**src/rtl/stack_pkg.sv**
```systemverilog
// +------------------------------------------------------------------+
// | stack_pkg : shared types and defaults for the stacking-game row   |
// | lock stage.                                     Revision: 1.0     |
// +------------------------------------------------------------------+
`default_nettype none

package stack_pkg;

  typedef enum logic [2:0] {
    ST_IDLE  = 3'd0,
    ST_PLAY  = 3'd1,
    ST_LOCK  = 3'd2,
    ST_CHECK = 3'd3,
    ST_OVER  = 3'd4,
    ST_WIN   = 3'd5
  } state_t;

  localparam int DEF_WIDTH = 8;
  localparam int DEF_ROWS  = 8;
  localparam int SCORE_W   = 16;

endpackage

`default_nettype wire

```
**src/rtl/stack_row_lock_btn_rise_sync.sv**
```systemverilog
// +------------------------------------------------------------------+
// | btn_rise_sync : two-flop synchroniser plus registered rising-edge |
// | pulse for the raw stop button.                  Revision: 1.0     |
// +------------------------------------------------------------------+
`default_nettype none

module btn_rise_sync (
  input  logic clk,
  input  logic rst,
  input  logic btn,
  output logic rise
);

  // [0],[1] form the synchroniser; [2] holds the previous synchronised level
  logic [2:0] sync_q, sync_d;
  logic       rise_q, rise_d;

  always_comb begin
    sync_d = {sync_q[1:0], btn};
    rise_d = sync_q[1] & ~sync_q[2];
  end

  always_ff @(posedge clk or posedge rst) begin
    if (rst) begin
      sync_q <= '0;
      rise_q <= 1'b0;
    end else begin
      sync_q <= sync_d;
      rise_q <= rise_d;
    end
  end

  assign rise = rise_q;

endmodule

`default_nettype wire

```
**src/rtl/stack_row_lock.sv**
```systemverilog
// +------------------------------------------------------------------+
// | stack_row_lock : locks the moving row onto the tower, tracks the  |
// | level, flags win/over. Optional score via STACK_SCORE_EN.         |
// | Revision: 1.0                                                     |
// +------------------------------------------------------------------+
`default_nettype none

module stack_row_lock
  import stack_pkg::*;
#(
  parameter int               WIDTH        = DEF_WIDTH,
  parameter int               ROWS         = DEF_ROWS,
  parameter logic [WIDTH-1:0] INIT_PATTERN = WIDTH'(8'b1110_0000)
) (
  input  logic                        clk,
  input  logic                        rst,
  input  logic                        stopBtn,
  input  logic [WIDTH-1:0]            blockLoc,
  output logic                        rowLoad,
  output logic [WIDTH-1:0]            nextBlock,
  output logic [$clog2(ROWS+1)-1:0]   level,
  output logic [ROWS*WIDTH-1:0]       stackRows,
  output logic                        gameOver,
  output logic                        gameWin
`ifdef STACK_SCORE_EN
  ,
  output logic [SCORE_W-1:0]          scoreCount
`endif
);

  localparam int LVL_W = $clog2(ROWS+1);

  logic stop_rise;

  btn_rise_sync u_btn_rise_sync (
    .clk  (clk),
    .rst  (rst),
    .btn  (stopBtn),
    .rise (stop_rise)
  );

  state_t                 state_q, state_d;
  logic [WIDTH-1:0]       held_q, held_d;
  logic [WIDTH-1:0]       prev_q, prev_d;
  logic [WIDTH-1:0]       next_q, next_d;
  logic                   load_q, load_d;
  logic [LVL_W-1:0]       level_q, level_d;
  logic [ROWS*WIDTH-1:0]  rows_q, rows_d;
  logic                   over_q, over_d;
  logic                   win_q, win_d;
  logic [WIDTH-1:0]       placed;

  // held/prev stay stable through LOCK and CHECK, so placed is valid in both
  assign placed = held_q & prev_q;

  always_comb begin
    state_d = state_q;
    held_d  = held_q;
    prev_d  = prev_q;
    next_d  = next_q;
    load_d  = 1'b0;
    level_d = level_q;
    rows_d  = rows_q;
    over_d  = over_q;
    win_d   = win_q;

    case (state_q)
      ST_IDLE: begin
        if (stop_rise) begin
          load_d  = 1'b1;
          next_d  = INIT_PATTERN;
          prev_d  = '1;
          state_d = ST_PLAY;
        end
      end
      ST_PLAY: begin
        if (stop_rise) begin
          held_d  = blockLoc;
          state_d = ST_LOCK;
        end
      end
      ST_LOCK: begin
        rows_d[int'(level_q)*WIDTH +: WIDTH] = placed;
        state_d = ST_CHECK;
      end
      ST_CHECK: begin
        if (placed == '0) begin
          over_d  = 1'b1;
          state_d = ST_OVER;
        end else if (level_q == LVL_W'(ROWS-1)) begin
          level_d = LVL_W'(ROWS);
          win_d   = 1'b1;
          state_d = ST_WIN;
        end else begin
          level_d = level_q + LVL_W'(1);
          prev_d  = placed;
          next_d  = placed;
          load_d  = 1'b1;
          state_d = ST_PLAY;
        end
      end
      ST_OVER, ST_WIN: begin
        if (stop_rise) begin
          rows_d  = '0;
          level_d = '0;
          over_d  = 1'b0;
          win_d   = 1'b0;
          state_d = ST_IDLE;
        end
      end
      default: state_d = ST_IDLE;
    endcase
  end

  always_ff @(posedge clk or posedge rst) begin
    if (rst) begin
      state_q <= ST_IDLE;
      held_q  <= '0;
      prev_q  <= '1;
      next_q  <= INIT_PATTERN;
      load_q  <= 1'b0;
      level_q <= '0;
      rows_q  <= '0;
      over_q  <= 1'b0;
      win_q   <= 1'b0;
    end else begin
      state_q <= state_d;
      held_q  <= held_d;
      prev_q  <= prev_d;
      next_q  <= next_d;
      load_q  <= load_d;
      level_q <= level_d;
      rows_q  <= rows_d;
      over_q  <= over_d;
      win_q   <= win_d;
    end
  end

  assign rowLoad   = load_q;
  assign nextBlock = next_q;
  assign level     = level_q;
  assign stackRows = rows_q;
  assign gameOver  = over_q;
  assign gameWin   = win_q;

`ifdef STACK_SCORE_EN
  logic [SCORE_W-1:0] score_q, score_d;
  logic [SCORE_W-1:0] pop;
  logic [SCORE_W:0]   score_sum;

  always_comb begin
    pop = '0;
    for (int i = 0; i < WIDTH; i++) begin
      pop = pop + SCORE_W'(placed[i]);
    end
    score_sum = {1'b0, score_q} + {1'b0, pop};
    score_d   = score_q;
    if (state_q == ST_CHECK && placed != '0) begin
      score_d = score_sum[SCORE_W] ? '1 : score_sum[SCORE_W-1:0];
    end else if ((state_q == ST_OVER || state_q == ST_WIN) && stop_rise) begin
      score_d = '0;
    end
  end

  always_ff @(posedge clk or posedge rst) begin
    if (rst) begin
      score_q <= '0;
    end else begin
      score_q <= score_d;
    end
  end

  assign scoreCount = score_q;
`endif

endmodule

`default_nettype wire

```
**config.mk**
```make
export PLATFORM = sky130hd
export DESIGN_NAME = stack_row_lock
export DESIGN_NICKNAME = d
export VERILOG_FILES = /design/src/rtl/stack_pkg.sv /design/src/rtl/stack_row_lock_btn_rise_sync.sv /design/src/rtl/stack_row_lock.sv
export SDC_FILE = /design/constraint.sdc
export NUM_CORES = 1
export LEC_CHECK = 0
export ABC_CLOCK_PERIOD_IN_PS = 3800
export CAP_MARGIN = 20
export CORE_AREA = 2 2 98 91
export DETAILED_ROUTE_END_ITERATION = 8
export DIE_AREA = 0 0 100 93
export GPL_TIMING_DRIVEN = 0
export PLACE_DENSITY = 0.78
export SYNTH_ARGS = -nofsm -noshare
export SYNTH_HDL_FRONTEND = slang
export SYNTH_SLANG_ARGS = --single-unit
```
**constraint.sdc**
```tcl
create_clock -name clk -period 3.8 [get_ports clk]
set_clock_uncertainty 0.1 [all_clocks]
set_input_delay 0.76 -clock clk [delete_from_list [all_inputs] [get_ports clk]]
set_output_delay 0.76 -clock clk [all_outputs]
set_load 0.01 [all_outputs]
```
## Word level (Yosys, flattened, before mapping)

Cells that the tools add are included.
W data, S select, Z words.

| storage, ports and cells | value |
|---|---|
| register bits after elaboration | 102 |
| latch bits | 0 |
| bits in writable memories | 0 |
| bits in read-only memories | 0 |
| bits of input ports | 11 |
| output and inout port bits | 79 |
| word-level logic and storage cells | 73 |
| memories kept | 0 |

| cells by class | value |
|---|---|
| add/subtract/negate cells | 2 |
| $mul | 0 |
| divide/modulo/power cells | 0 |
| $lt $le $gt $ge | 0 |
| eq/ne operators | 13 |
| shift operators | 2 |
| muxes and demuxes | 29 |
| bitwise gates (word level) | 3 |
| reduce and logical (&&, ||, !) cells | 13 |

Operators with widths:

| operator | count |
|---|---|
| $pmux W64 S2 | 1 |
| $bwmux W64 | 1 |
| $mux W64 | 1 |
| $shift A8 B33 Y64 const A | 1 |
| $shiftx A8 B33 Y64 | 1 |
| $neg A7 Y33 | 1 |
| $mux W8 | 4 |
| $pmux W8 S2 | 2 |
| $mux W3 | 5 |
| $pmux W3 S5 | 1 |
| $mux W4 | 3 |
| $reduce_and A3 Y1 | 3 |
| $and A8 B8 Y8 | 1 |
| $logic_not A8 Y1 | 1 |
| $ne A2 B2 Y1 const B | 4 |
| $pmux W4 S2 | 1 |
| $reduce_and A4 Y1 | 2 |
| $mux W1 | 7 |
| $eq A3 B2 Y1 const B | 2 |
| $eq A3 B3 Y1 const B | 2 |
| $ne A2 B1 Y1 const B | 3 |
| $pmux W1 S2 | 3 |
| $reduce_bool A2 Y1 | 3 |
| $add A4 B1 Y4 const B | 1 |
| 7 further kinds | 8 |

## Depth between registers and ports, before layout

Gate-level depths: netlist of run 1.

| logic depth | value |
|---|---|
| depth after elaboration | 4 |
| mapped depth | 9 |
| depth with buffers taken out | 7 |

## By module

Synthesis of run 1 repeated with hierarchy kept, for this count alone.

| unflattened totals | value |
|---|---|
| cell total of the unflattened synthesis | 351 |
| area total of the unflattened synthesis | 4210.3 um2 |

Modules (own cells, without submodules):

| module | times used | cells an instance | area each (um2) | seq. area each (um2) |
|---|---|---|---|---|
| stack_row_lock | 1 | 345 | 4092.7 | 2387.3 |
| btn_rise_sync | 1 | 6 | 117.6 | 100.1 |

## Worst setup path after synthesis of run 1

No wires, ideal clock.

| timing path | value |
|---|---|
| path type | reg-to-reg |
| start point | register level_q[0], in the netlist level[0] |
| end point | register rows_q[1], in the netlist stackRows[1] |
| setup time | 123 ps |
| data arrival time | 2172 ps |
| data required time | 3577 ps |
| path slack | 1405 ps |
| stages on the path, launching flop included | 9 |
| path buffers | 3 |
| clock period less this slack | 2395 ps |
| cells stage by stage | dfrtp_1 clkbuf_1 inv_1 ha_1 or4_4 buf_6 buf_6 nand3_2 o21ai_2 |

| on the way | value |
|---|---|
| longest elaborated chain between the ends | 4 |
| elaborated cells on any way between the ends | 5 |
| those cells by class | add/sub (1); shift (2); mux (2) |

Ends and longest elaborated chain:

| what | RTL line | text |
|---|---|---|
| start, declared | stack_row_lock.sv:47 | `logic [LVL_W-1:0] level_q, level_d;` |
| start signal, assigned | stack_row_lock.sv:132 | `level_q <= level_d;` |
| $neg A7 Y33 (*) | stack_row_lock.sv:83 | `rows_d[int'(level_q)*WIDTH +: WIDTH] = placed;` |
| $shiftx A8 B33 Y64 or $shift A8 B33 Y64 (tied branches) | stack_row_lock.sv:83 |  |
| $bwmux W64 (*) | stack_row_lock.sv:83 |  |
| $pmux W64 S2 (*) | stack_row_lock.sv:67 | `case (state_q)` |
| end signal, assigned | stack_row_lock.sv:133 | `rows_q <= rows_d;` |
| end, declared | stack_row_lock.sv:48 | `logic [ROWS*WIDTH-1:0] rows_q, rows_d;` |

Mark *: on every way between the ends. The rest lies on a longest branch, timed or not.
A chain may end at the register's enable or synchronous reset.

## Worst setup path in the final report of run 1

| timing path | value |
|---|---|
| start point | register level_q[0], in the netlist level[0] |
| end point | register rows_q[53], in the netlist stackRows[53] |

The elaborated chain is that of the path after synthesis.

==> flow_metrics.env, run 1 <==
export IMPL_wl_met1_mm=4.52
export IMPL_wl_per_cell_um=19.4
export IMPL_drv_cap=0
export IMPL_netlist_area_leader_share_pct=56.1
export IMPL_grt_pass1_vias=3019
export IMPL_seqPwrFrac_pct=44.5
export IMPL_slew_headroom_pct=24.4
export IMPL_crit_cells=8
export IMPL_grt_pass1_wl_mm=16.1
export IMPL_cpMaxStageDelayCell="dfrtp_1"
export IMPL_drtIter0Drc=223
export IMPL_antenna_found_initial=0
export IMPL_via_per_inst=5.93
export IMPL_rsz0062_at_grt="no"
export IMPL_synth_xor_xnor_area_share_pct=0.216
export IMPL_cts_root_buf="clkbuf_8"
export IMPL_die_area_sq_mm=0.00930
export IMPL_rows=32
export IMPL_finalWorstSetupSlack_ns=0.891
export IMPL_synth_net_count=331
export IMPL_synth_simple_area_share_pct=10.1
export IMPL_fin_setup_tns_ns=0
export IMPL_hold_start="u_btn_rise_sync.sync_q[0]"
export IMPL_core_sq_mm=0.00833
export IMPL_synth_compound_area_share_pct=20.4
export IMPL_yosysWarnings=0
export IMPL_die_w_um=100
export IMPL_place_port_buffers=89
export IMPL_hold_class="reg -> reg"
export IMPL_dieHeight_um=93
export IMPL_pin_count=90
export IMPL_slew_viol_final=0
export IMPL_end_kind="flip-flop"
export IMPL_seq_area_frac_synth_pct=61.3
export IMPL_hold_viol=0
export IMPL_cp_data_arrival_time_ns=3.10
export IMPL_dr_pass1_iters=4
export IMPL_ys_seq_elements=99
export IMPL_cts_tree="yes"
export IMPL_ant_nets=0
export IMPL_status="complete, no violations"
export IMPL_p_int_mw=2.23
export IMPL_holdBufCountCts=0
export IMPL_pre_cts_slack_ns=0.928
export IMPL_num_nets_final=432
export IMPL_vias=3101
export IMPL_start_util_pct=48.7
export IMPL_worstMarginPinSlew_ns=1.13
export IMPL_clockBufferDepth=2
export IMPL_cts_resized=0
export IMPL_n_antenna_cell=0
export IMPL_worstPathMaxFanout=10
export IMPL_worst_hold_path_num_cells=0
export IMPL_combPwrFrac_pct=38.6
export IMPL_layout_drive_gt1_share_pct=13.8
export IMPL_place_congestion=0.897
export IMPL_synth_main_ff_cell="dfrtp_1"
export IMPL_startpoint_type="flip-flop"
export IMPL_fin_util_pct=63.4
export IMPL_synth_most_common_cell="dfrtp_1"
export IMPL_r2r_start="level[0]"
export IMPL_clk_pin_slew_ns=0.10
export IMPL_setup_viol=0
export IMPL_syn_inst=315
export IMPL_synth_common_cells="dfrtp_1 (91), o2bb2ai_1 (32), nand2_1 (31)"
export IMPL_grt_usage_pct=22.7
export IMPL_slowest_delay_ns=0.47
export IMPL_yosys_area_share_adder_pct=1.54
export IMPL_p_switching_mw=1.36
export IMPL_path_cells="clkbuf_1 -> inv_1 -> ha_1 -> xnor2_1 -> nor2b_1 -> nand2_1 -> nor3_4 -> a32o_1"
export IMPL_post_cts_setup_buffers=0
export IMPL_clock_latency_ns=0.36
export IMPL_synth_top_family_by_area="compound AO/OA/AOI/OAI gates"
export IMPL_cts_htree_levels=3
export IMPL_cp_required_ns=3.99
export IMPL_min_to="u_btn_rise_sync.sync_q[1]"
export IMPL_synth_area_sq_mm=0.00406
export IMPL_ir_worst_vdd_uv=375
export IMPL_p_leak_nw=2.28
export IMPL_r2r_slack_ns=0.89
export IMPL_syn_avg_cell_area_sq_um=12.9
export IMPL_power_frac_clock_pct=16.9
export IMPL_wl_met2_mm=5.02
export IMPL_cts_made_buffers=9
export IMPL_met3_length_um=522
export IMPL_finalCritPeriodShare_pct=76.5
export IMPL_dpl_hpwl_mm=6.96
export IMPL_top_layer_used="met4"
export IMPL_synth_top_area_cell="dfrtp_1"
export IMPL_reg2reg_depth=8
export IMPL_crit_type="reg -> reg"
export IMPL_grt_max_degree=68
export IMPL_timing_critical_path_max_delay_family="simple AND/OR/NAND/NOR gates"
export IMPL_synth_distinct_cells=47
export IMPL_p_per_area_mw_per_mm2=680
export IMPL_final_min_clock_period_ns=2.91
export IMPL_synthArstFlopShare_pct=100
export IMPL_synth_area_top_cells="dfrtp_1 (56%), o2bb2ai_1 (6.9%), a32o_1 (5.9%)"
export IMPL_grt_overflow=0
export IMPL_rr_endpoint="stackRows[53]"
export IMPL_finalWirelength_mm=10.1
export IMPL_drcViolationCount=0
export IMPL_synth_area_mux_share_pct=3.70
export IMPL_synth_edf_count=0
export IMPL_timing_fmax_mhz=344
export IMPL_cts_sinks=99
export IMPL_synthToLayoutAreaGrowth_pct=30.0
export IMPL_cp_num_buf_inv=2
export IMPL_switching_share_pct=37.8
[worst max path at each step]
stage / from / end / slack, ns
final: level[0] / stackRows[53] / 0.89
after global routing: level[0] / stackRows[53] / 0.62
after CTS: level[0] / stackRows[49] / 0.94
after detailed placement: level[0] / stackRows[49] / 0.93
after global placement: rst / held_q[6] / -0.92
after floorplan: rst / gameOver / 0.36
[cell type report]
class | instances | area [sq um]
clock buffer | 11 | 131
buffer | 15 | 87.6
inverter | 6 | 25.0
tap | 102 | 128
multi-input combinational | 195 | 1460
fill | 659 | 3050
timing repair buffer | 90 | 918
sequential | 99 | 2490
clock inverter | 5 | 38.8
[cells by family (layout without fill, tap and decap cells)]
family                   after synthesis  count (layout)
AO/OA/AOI/OAI                         98              98
XOR/XNOR                               1               1
adder cells (fa/ha/maj)                5               5
buffers and inverters                 21             127
flip-flops                            99              99
multiplexers                          14              14
AND/OR/NAND/NOR                       77              77
[power groups by stage]
stage,sequential (mW),clock (mW),combinational [mW]
after CTS,1.59,0.609,1.38
after global placement,1.61,0,1.34
after global routing,1.64,0.662,1.50
final,1.60,0.607,1.38
after floorplan,1.63,0,0.706
after detailed placement,1.61,0,1.38
[flip-flops by register name, indices dropped and copies added, names as in the netlist, 3 cells and up]
register and count:
prev_q 8, level 4, u_btn_rise_sync.sync_q 3, stackRows 64, state_q 3, held_q 8, nextBlock 5
[metrics by stage]
stage | area [sq um] | hold slack, ns | power [mW] | instances
finish | 5280 | 0.247 | 3.59 | 523
global route | 5280 | 0.275 | 3.80 | 523
CTS | 5280 | 0.254 | 3.59 | 523
detailed placement | 5110 | 0.235 | 2.99 | 507
global placement | 5080 | 0.234 | 2.95 | 506
floorplan | 4060 | 0.231 | 2.33 | 315
[routing by layer]
metal | global-route usage, % | vias up
li1 | - | 1393
met1 | 34.1 | 1601
met2 | 34.7 | 102
met3 | 4.48 | 5
met4 | 4.68 | 0
met5 | 0 | -
[placed cells by master, fill, tap and decap left out, types with 2 or more instances in the layout]
| cell | synthesis | routed |
|---|---|---|
| nor2_2 | 2 | 2 |
| dfrtp_1 | 91 | 91 |
| mux2_2 | 8 | 8 |
| nor2b_1 | 3 | 3 |
| a21o_1 | 4 | 4 |
| nor2_1 | 6 | 6 |
| clkbuf_8 | 0 | 9 |
| inv_1 | 6 | 5 |
| nand3_2 | 2 | 2 |
| dfstp_2 | 8 | 8 |
| o21ai_0 | 4 | 4 |
| o21ai_1 | 4 | 4 |
| nand3_1 | 9 | 9 |
| clkinv_4 | 0 | 2 |
| clkbuf_1 | 5 | 7 |
| nand2_1 | 31 | 31 |
| o21ai_2 | 8 | 8 |
| clkdlybuf4s50_1 | 0 | 89 |
| or3_1 | 3 | 3 |
| o2bb2ai_1 | 32 | 32 |
| buf_4 | 3 | 3 |
| and4_1 | 2 | 2 |
| nand3b_1 | 2 | 2 |
| o22a_1 | 8 | 8 |
| and3_1 | 4 | 4 |
| nand2b_1 | 2 | 2 |
| mux2i_1 | 6 | 6 |
| nor3_1 | 2 | 2 |
| buf_2 | 4 | 4 |
| ha_1 | 5 | 5 |
| a32o_1 | 24 | 24 |
| buf_6 | 2 | 2 |
| nand4_1 | 3 | 3 |
| a21oi_1 | 6 | 6 |
(Power assumes the default switching activity.)
==> inputs of run 2 (changes only) <==
Settings changed: ABC_CLOCK_PERIOD_IN_PS 3800 to 2700.
Clock period 3.8 ns to 2.7 ns, I/O delays scaled along.
==> run 2 against run 1 <==
Net effect:
- fmax grew 15%
- clock power is 66% higher
- design area is 1.8% higher
- critical endpoint is now stackRows[24]
- largest cell class unchanged
==> flow_metrics.env, run 2 (synthesized netlist as in run 1, its figures left out) <==
export IMPL_status="complete, no violations"
export IMPL_slew_viol_final=0
export IMPL_startpoint_type="flip-flop"
export IMPL_grt_pass1_wl_mm=16.8
export IMPL_largest_reg_flops=64
export IMPL_core_sq_mm=0.00833
export IMPL_timing_critical_path_max_delay_family="simple AND/OR/NAND/NOR gates"
export IMPL_finalPower_mw=5.23
export IMPL_grt_max_degree=38
export IMPL_drtIter0Drc=195
export IMPL_hold_viol=0
export IMPL_start_util_pct=48.7
export IMPL_dieHeight_um=93
export IMPL_n_antenna_cell=0
export IMPL_die_w_um=100
export IMPL_ant_nets=0
export IMPL_drcViolationCount=0
export IMPL_clockBufferDepth=2
export IMPL_rows=32
export IMPL_slowest_delay_ns=0.46
export IMPL_place_congestion=0.901
export IMPL_cts_root_buf="clkbuf_8"
export IMPL_finalCritPeriodShare_pct=94.0
export IMPL_cts_sinks=99
export IMPL_fin_area_sq_mm=0.00538
export IMPL_cpMaxStageDelayCell="dfrtp_1"
export IMPL_finalWirelength_mm=10.6
export IMPL_grt_overflow=0
export IMPL_antenna_found_initial=0
export IMPL_fin_hold_ws_ns=0.264
export IMPL_synthToLayoutAreaGrowth_pct=32.4
export IMPL_path_cells="clkbuf_2 -> inv_1 -> ha_1 -> nand3b_1 -> or3_1 -> clkbuf_1 -> o2bb2ai_1"
export IMPL_wl_per_cell_um=20.1
export IMPL_timing_fmax_mhz=394
export IMPL_finalWorstSetupSlack_ns=0.161
export IMPL_vias=3137
export IMPL_cts_htree_levels=3
export IMPL_crit_type="reg -> reg"
export IMPL_clk_pin_slew_ns=0.10
export IMPL_num_nets_final=436
export IMPL_cp_num_buf_inv=3
export IMPL_cp_data_arrival_time_ns=2.72
export IMPL_via_per_inst=5.95
export IMPL_end_kind="flip-flop"
export IMPL_cts_made_buffers=9
export IMPL_cts_tree="yes"
export IMPL_fin_setup_tns_ns=0
export IMPL_setup_viol=0
export IMPL_grt_usage_pct=23.7
export IMPL_die_area_sq_mm=0.00930
export IMPL_p_per_area_mw_per_mm2=974
export IMPL_layout_drive_gt1_share_pct=15.3
export IMPL_hold_class="reg -> reg"
export IMPL_layout_commonest_cell="dfrtp_1"
export IMPL_ir_worst_vdd_uv=502
export IMPL_fill_cells=684
export IMPL_clock_latency_ns=0.37
export IMPL_worstPathMaxFanout=10
export IMPL_final_min_clock_period_ns=2.54
export IMPL_post_dp_cell_area_sq_mm=0.00512
export IMPL_drv_cap=0
export IMPL_p_leak_nw=2.33
export IMPL_pre_cts_slack_ns=-0.112
export IMPL_place_port_buffers=89
export IMPL_final_cell_mix="dfrtp_1 (91), clkdlybuf4s50_1 (89), o2bb2ai_1 (32)"
export IMPL_grt_pass1_vias=3133
export IMPL_cp_required_ns=2.88
export IMPL_dpl_hpwl_mm=7.34
export IMPL_slew_headroom_pct=24.9
export IMPL_dr_pass1_iters=4
export IMPL_worstMarginPinSlew_ns=1.12
export IMPL_pin_count=90
run 2: changes by cell type in the layout (fill, tap and decap cells not counted), sizes merged:
cell,before,now
buf,11,15
bufinv,0,1
clkbuf,16,17
clkinv,3,1
clkinvlp,1,2
inv,7,6
run 2: path summary, 6_finish.rpt:
| check | to | slack (ns) | startpoint | depth (start not counted) |
|---|---|---|---|---|
| max | stackRows[24] | 0.16 | level[0] | 7 |
| min | u_btn_rise_sync.sync_q[1] | 0.26 | u_btn_rise_sync.sync_q[0] | 0 |
| max reg2reg | stackRows[24] | 0.16 | level[0] | 7 |
| min reg2reg | u_btn_rise_sync.sync_q[1] | 0.26 | u_btn_rise_sync.sync_q[0] | 0 |
| max in group asynchronous | prev_q[1] | 1.32 | rst | 3 |
| min in group asynchronous | stackRows[40] | 0.52 | rst | 2 |
run 2: stage by stage:
stage	cells	utilization [%]
after floorplan	315	-
after global routing	527	64.5
final	527	64.5
after detailed placement	508	61.5
after global placement	506	61.0
after CTS	524	64.1
run 2: layout make-up:
| type | count | area, sq um | area share (%) |
|---|---|---|---|
| well taps | 102 | 128 | 2.37 |
| clock inverters | 4 | 57.6 | 1.07 |
| multi-input cells | 195 | 1480 | 27.5 |
| inverters | 6 | 26.3 | 0.489 |
| plain buffers | 15 | 88.8 | 1.65 |
| repair buffers | 94 | 953 | 17.7 |
| clock buffers | 12 | 155 | 2.89 |
| flip-flops and latches | 99 | 2490 | 46.3 |
run 2: per-layer routing:
metal  part of all wire (%)  track usage [%]
met1                     45             33.7
met2                     48             36.8
met3                    5.8             5.75
met5                      0                0
met4                    1.1             6.51
run 2: timing repair:
item / CTS / global route
endpoints found under the hold margin: 0 / 0
buffers inserted: 0 / 3
setup endpoints to repair: 48 / 47
gates resized for setup: 1 / 3
hold buffers: 0 / 0
pin swaps: 0 / 2
run 2: power breakdown:
group          total, mW  switching, mW  internal, mW
sequential          2.26          0.377          1.88
clock               1.01          0.520         0.488
combinational       1.97           1.03         0.936
total               5.23           1.93          3.31
==> inputs of run 3 (changes only) <==
Settings changed: CTS_BUF_LIST set to sky130_fd_sc_hd__clkbuf_16, GPL_ROUTABILITY_DRIVEN set to 0.
==> run 3 against run 2 <==
Net effect:
- fmax rose by 0.29%
- wire length grew 2.9%
- via count grew 1.2%
==> flow_metrics.env, run 3 (synthesized netlist as in run 1, its figures left out) <==
export IMPL_p_leak_nw=2.36
export IMPL_startpoint_type="flip-flop"
export IMPL_largest_reg_flops=64
export IMPL_hold_viol=0
export IMPL_dr_pass1_iters=5
export IMPL_grt_pass1_wl_mm=17.3
export IMPL_r2r_start="level[0]"
export IMPL_die_area_sq_mm=0.00930
export IMPL_end_kind="flip-flop"
export IMPL_p_per_area_mw_per_mm2=998
export IMPL_seqPwrFrac_pct=41.5
export IMPL_layout_commonest_cell="dfrtp_1"
export IMPL_place_port_buffers=89
export IMPL_status="complete, no violations"
export IMPL_startpoint="level[0]"
export IMPL_vias=3175
export IMPL_dieHeight_um=93
export IMPL_timing_fmax_mhz=395
export IMPL_grt_pass1_vias=3218
export IMPL_dpl_hpwl_mm=7.25
export IMPL_setup_viol=0
export IMPL_ant_nets=0
export IMPL_grt_overflow=0
export IMPL_slowest_delay_ns=0.45
export IMPL_worstPathMaxFanout=10
export IMPL_crit_type="reg -> reg"
export IMPL_fin_hold_ws_ns=0.252
export IMPL_post_dp_cell_area_sq_mm=0.00512
export IMPL_cp_data_arrival_time_ns=2.69
export IMPL_cts_made_buffers=9
export IMPL_power_frac_clock_pct=21.8
export IMPL_pin_count=90
export IMPL_path_cells="clkbuf_4 -> inv_1 -> ha_1 -> nand3b_1 -> or3_1 -> clkbuf_1 -> o2bb2ai_1"
export IMPL_slew_viol_final=0
export IMPL_clock_latency_ns=0.34
export IMPL_switching_share_pct=36.5
export IMPL_via_per_inst=6.02
export IMPL_die_w_um=100
export IMPL_holdBufCountCts=0
export IMPL_clk_pin_slew_ns=0.07
export IMPL_grt_usage_pct=24.5
export IMPL_num_nets_final=436
export IMPL_worstMarginPinSlew_ns=0.803
export IMPL_cts_sinks=99
export IMPL_cts_htree_levels=3
export IMPL_drv_cap=0
export IMPL_drcViolationCount=0
export IMPL_final_min_clock_period_ns=2.53
export IMPL_cts_root_buf="clkbuf_16"
export IMPL_p_switching_mw=1.99
export IMPL_layout_drive_gt1_share_pct=15.5
export IMPL_cts_tree="yes"
export IMPL_n_antenna_cell=0
export IMPL_antenna_found_initial=0
export IMPL_grt_max_degree=45
export IMPL_cpMaxStageDelayCell="dfrtp_1"
export IMPL_start_util_pct=48.7
export IMPL_final_cell_mix="dfrtp_1 (91), clkdlybuf4s50_1 (89), o2bb2ai_1 (32)"
export IMPL_finalWirelength_mm=10.9
export IMPL_slew_headroom_pct=46.2
export IMPL_drtIter0Drc=237
export IMPL_cp_required_ns=2.86
export IMPL_rows=32
export IMPL_synthToLayoutAreaGrowth_pct=34.3
export IMPL_core_sq_mm=0.00833
export IMPL_ir_worst_vdd_uv=549
export IMPL_pre_cts_slack_ns=-0.0578
export IMPL_finalWorstSetupSlack_ns=0.169
export IMPL_clockBufferDepth=2
export IMPL_p_int_mw=3.45
export IMPL_combPwrFrac_pct=36.7
export IMPL_wl_per_cell_um=20.7
export IMPL_hold_class="reg -> reg"
export IMPL_hold_start="u_btn_rise_sync.sync_q[0]"
export IMPL_fin_area_sq_mm=0.00545
export IMPL_finalCritPeriodShare_pct=93.8
==> run 3: cell types whose count changed in the layout (fill, tap and decap cells not counted), sizes merged <==
cell,delta
clkbuf,-3
inv,+2
clkinv,+1
clkinvlp,+1
bufinv,-1
==> run 3: what timing repair did <==
item                                    4_1_cts  5_1_grt
endpoints found under the setup margin       39       47
pin swaps                                     0        3
buffers inserted                              0        2
gates resized for setup                       1        7
==> run 3: worst paths after layout <==
| path | slack (ns) | cells after the start | end |
|---|---|---|---|
| worst min-delay path | 0.25 | 0 | u_btn_rise_sync.sync_q[1] |
| max in group asynchronous | 1.09 | 4 | prev_q[4] |
| min in group asynchronous | 0.52 | 2 | stackRows[50] |
| worst min register to register | 0.25 | 0 | u_btn_rise_sync.sync_q[1] |
| worst max-delay path | 0.17 | 7 | stackRows[31] |
| worst max register to register | 0.17 | 7 | stackRows[31] |
==> run 3: power groups by stage <==
stage | Combinational (mW) | Sequential (mW) | Clock, mW
after floorplan | 0.994 | 2.29 | 0
after global routing | 2.15 | 2.32 | 1.26
after CTS | 1.94 | 2.25 | 1.19
after global placement | 1.86 | 2.26 | 0
final | 1.99 | 2.26 | 1.19
after detailed placement | 1.92 | 2.27 | 0
==> run 3: worst max-delay path, delay by kind of cell, from the launching register on <==
family	cells	cell delay (ns)
AO/OA/AOI/OAI	1	0.21
adder cells (fa/ha/maj)	1	0.41
buffers and inverters	3	0.57
flip-flops	1	0.45
AND/OR/NAND/NOR	2	0.70
==> run 3: cell type report <==
type / count / area (sq um)
clock inverter: 7 / 45.0
inverter: 6 / 26.3
sequential: 99 / 2490
fill: 631 / 2880
timing repair buffer: 94 / 963
tap: 102 / 128
clock buffer: 9 / 225
multi-input combinational: 195 / 1480
buffer: 15 / 91.3
==> run 3: metal layers <==
layer	part of all wire, %	track usage [%]	vias up	wire [um]
met5	0	0	-	0
met4	2.7	10.7	0	294
met1	44	34.7	1616	4740
met3	4.2	2.99	28	457
met2	50	38.5	117	5400
li1	-	-	1414	-
==> run 3: through the flow <==
step | util (%) | power (mW) | setup TNS [ns] | std cells
CTS | 64.8 | 5.38 | 0 | 524
detailed placement | 61.5 | 4.18 | -0.542 | 508
floorplan | - | 3.28 | 0 | 315
finish | 65.4 | 5.44 | 0 | 527
global route | 65.4 | 5.72 | -0.0782 | 527
global placement | 61.0 | 4.12 | -1.46 | 506
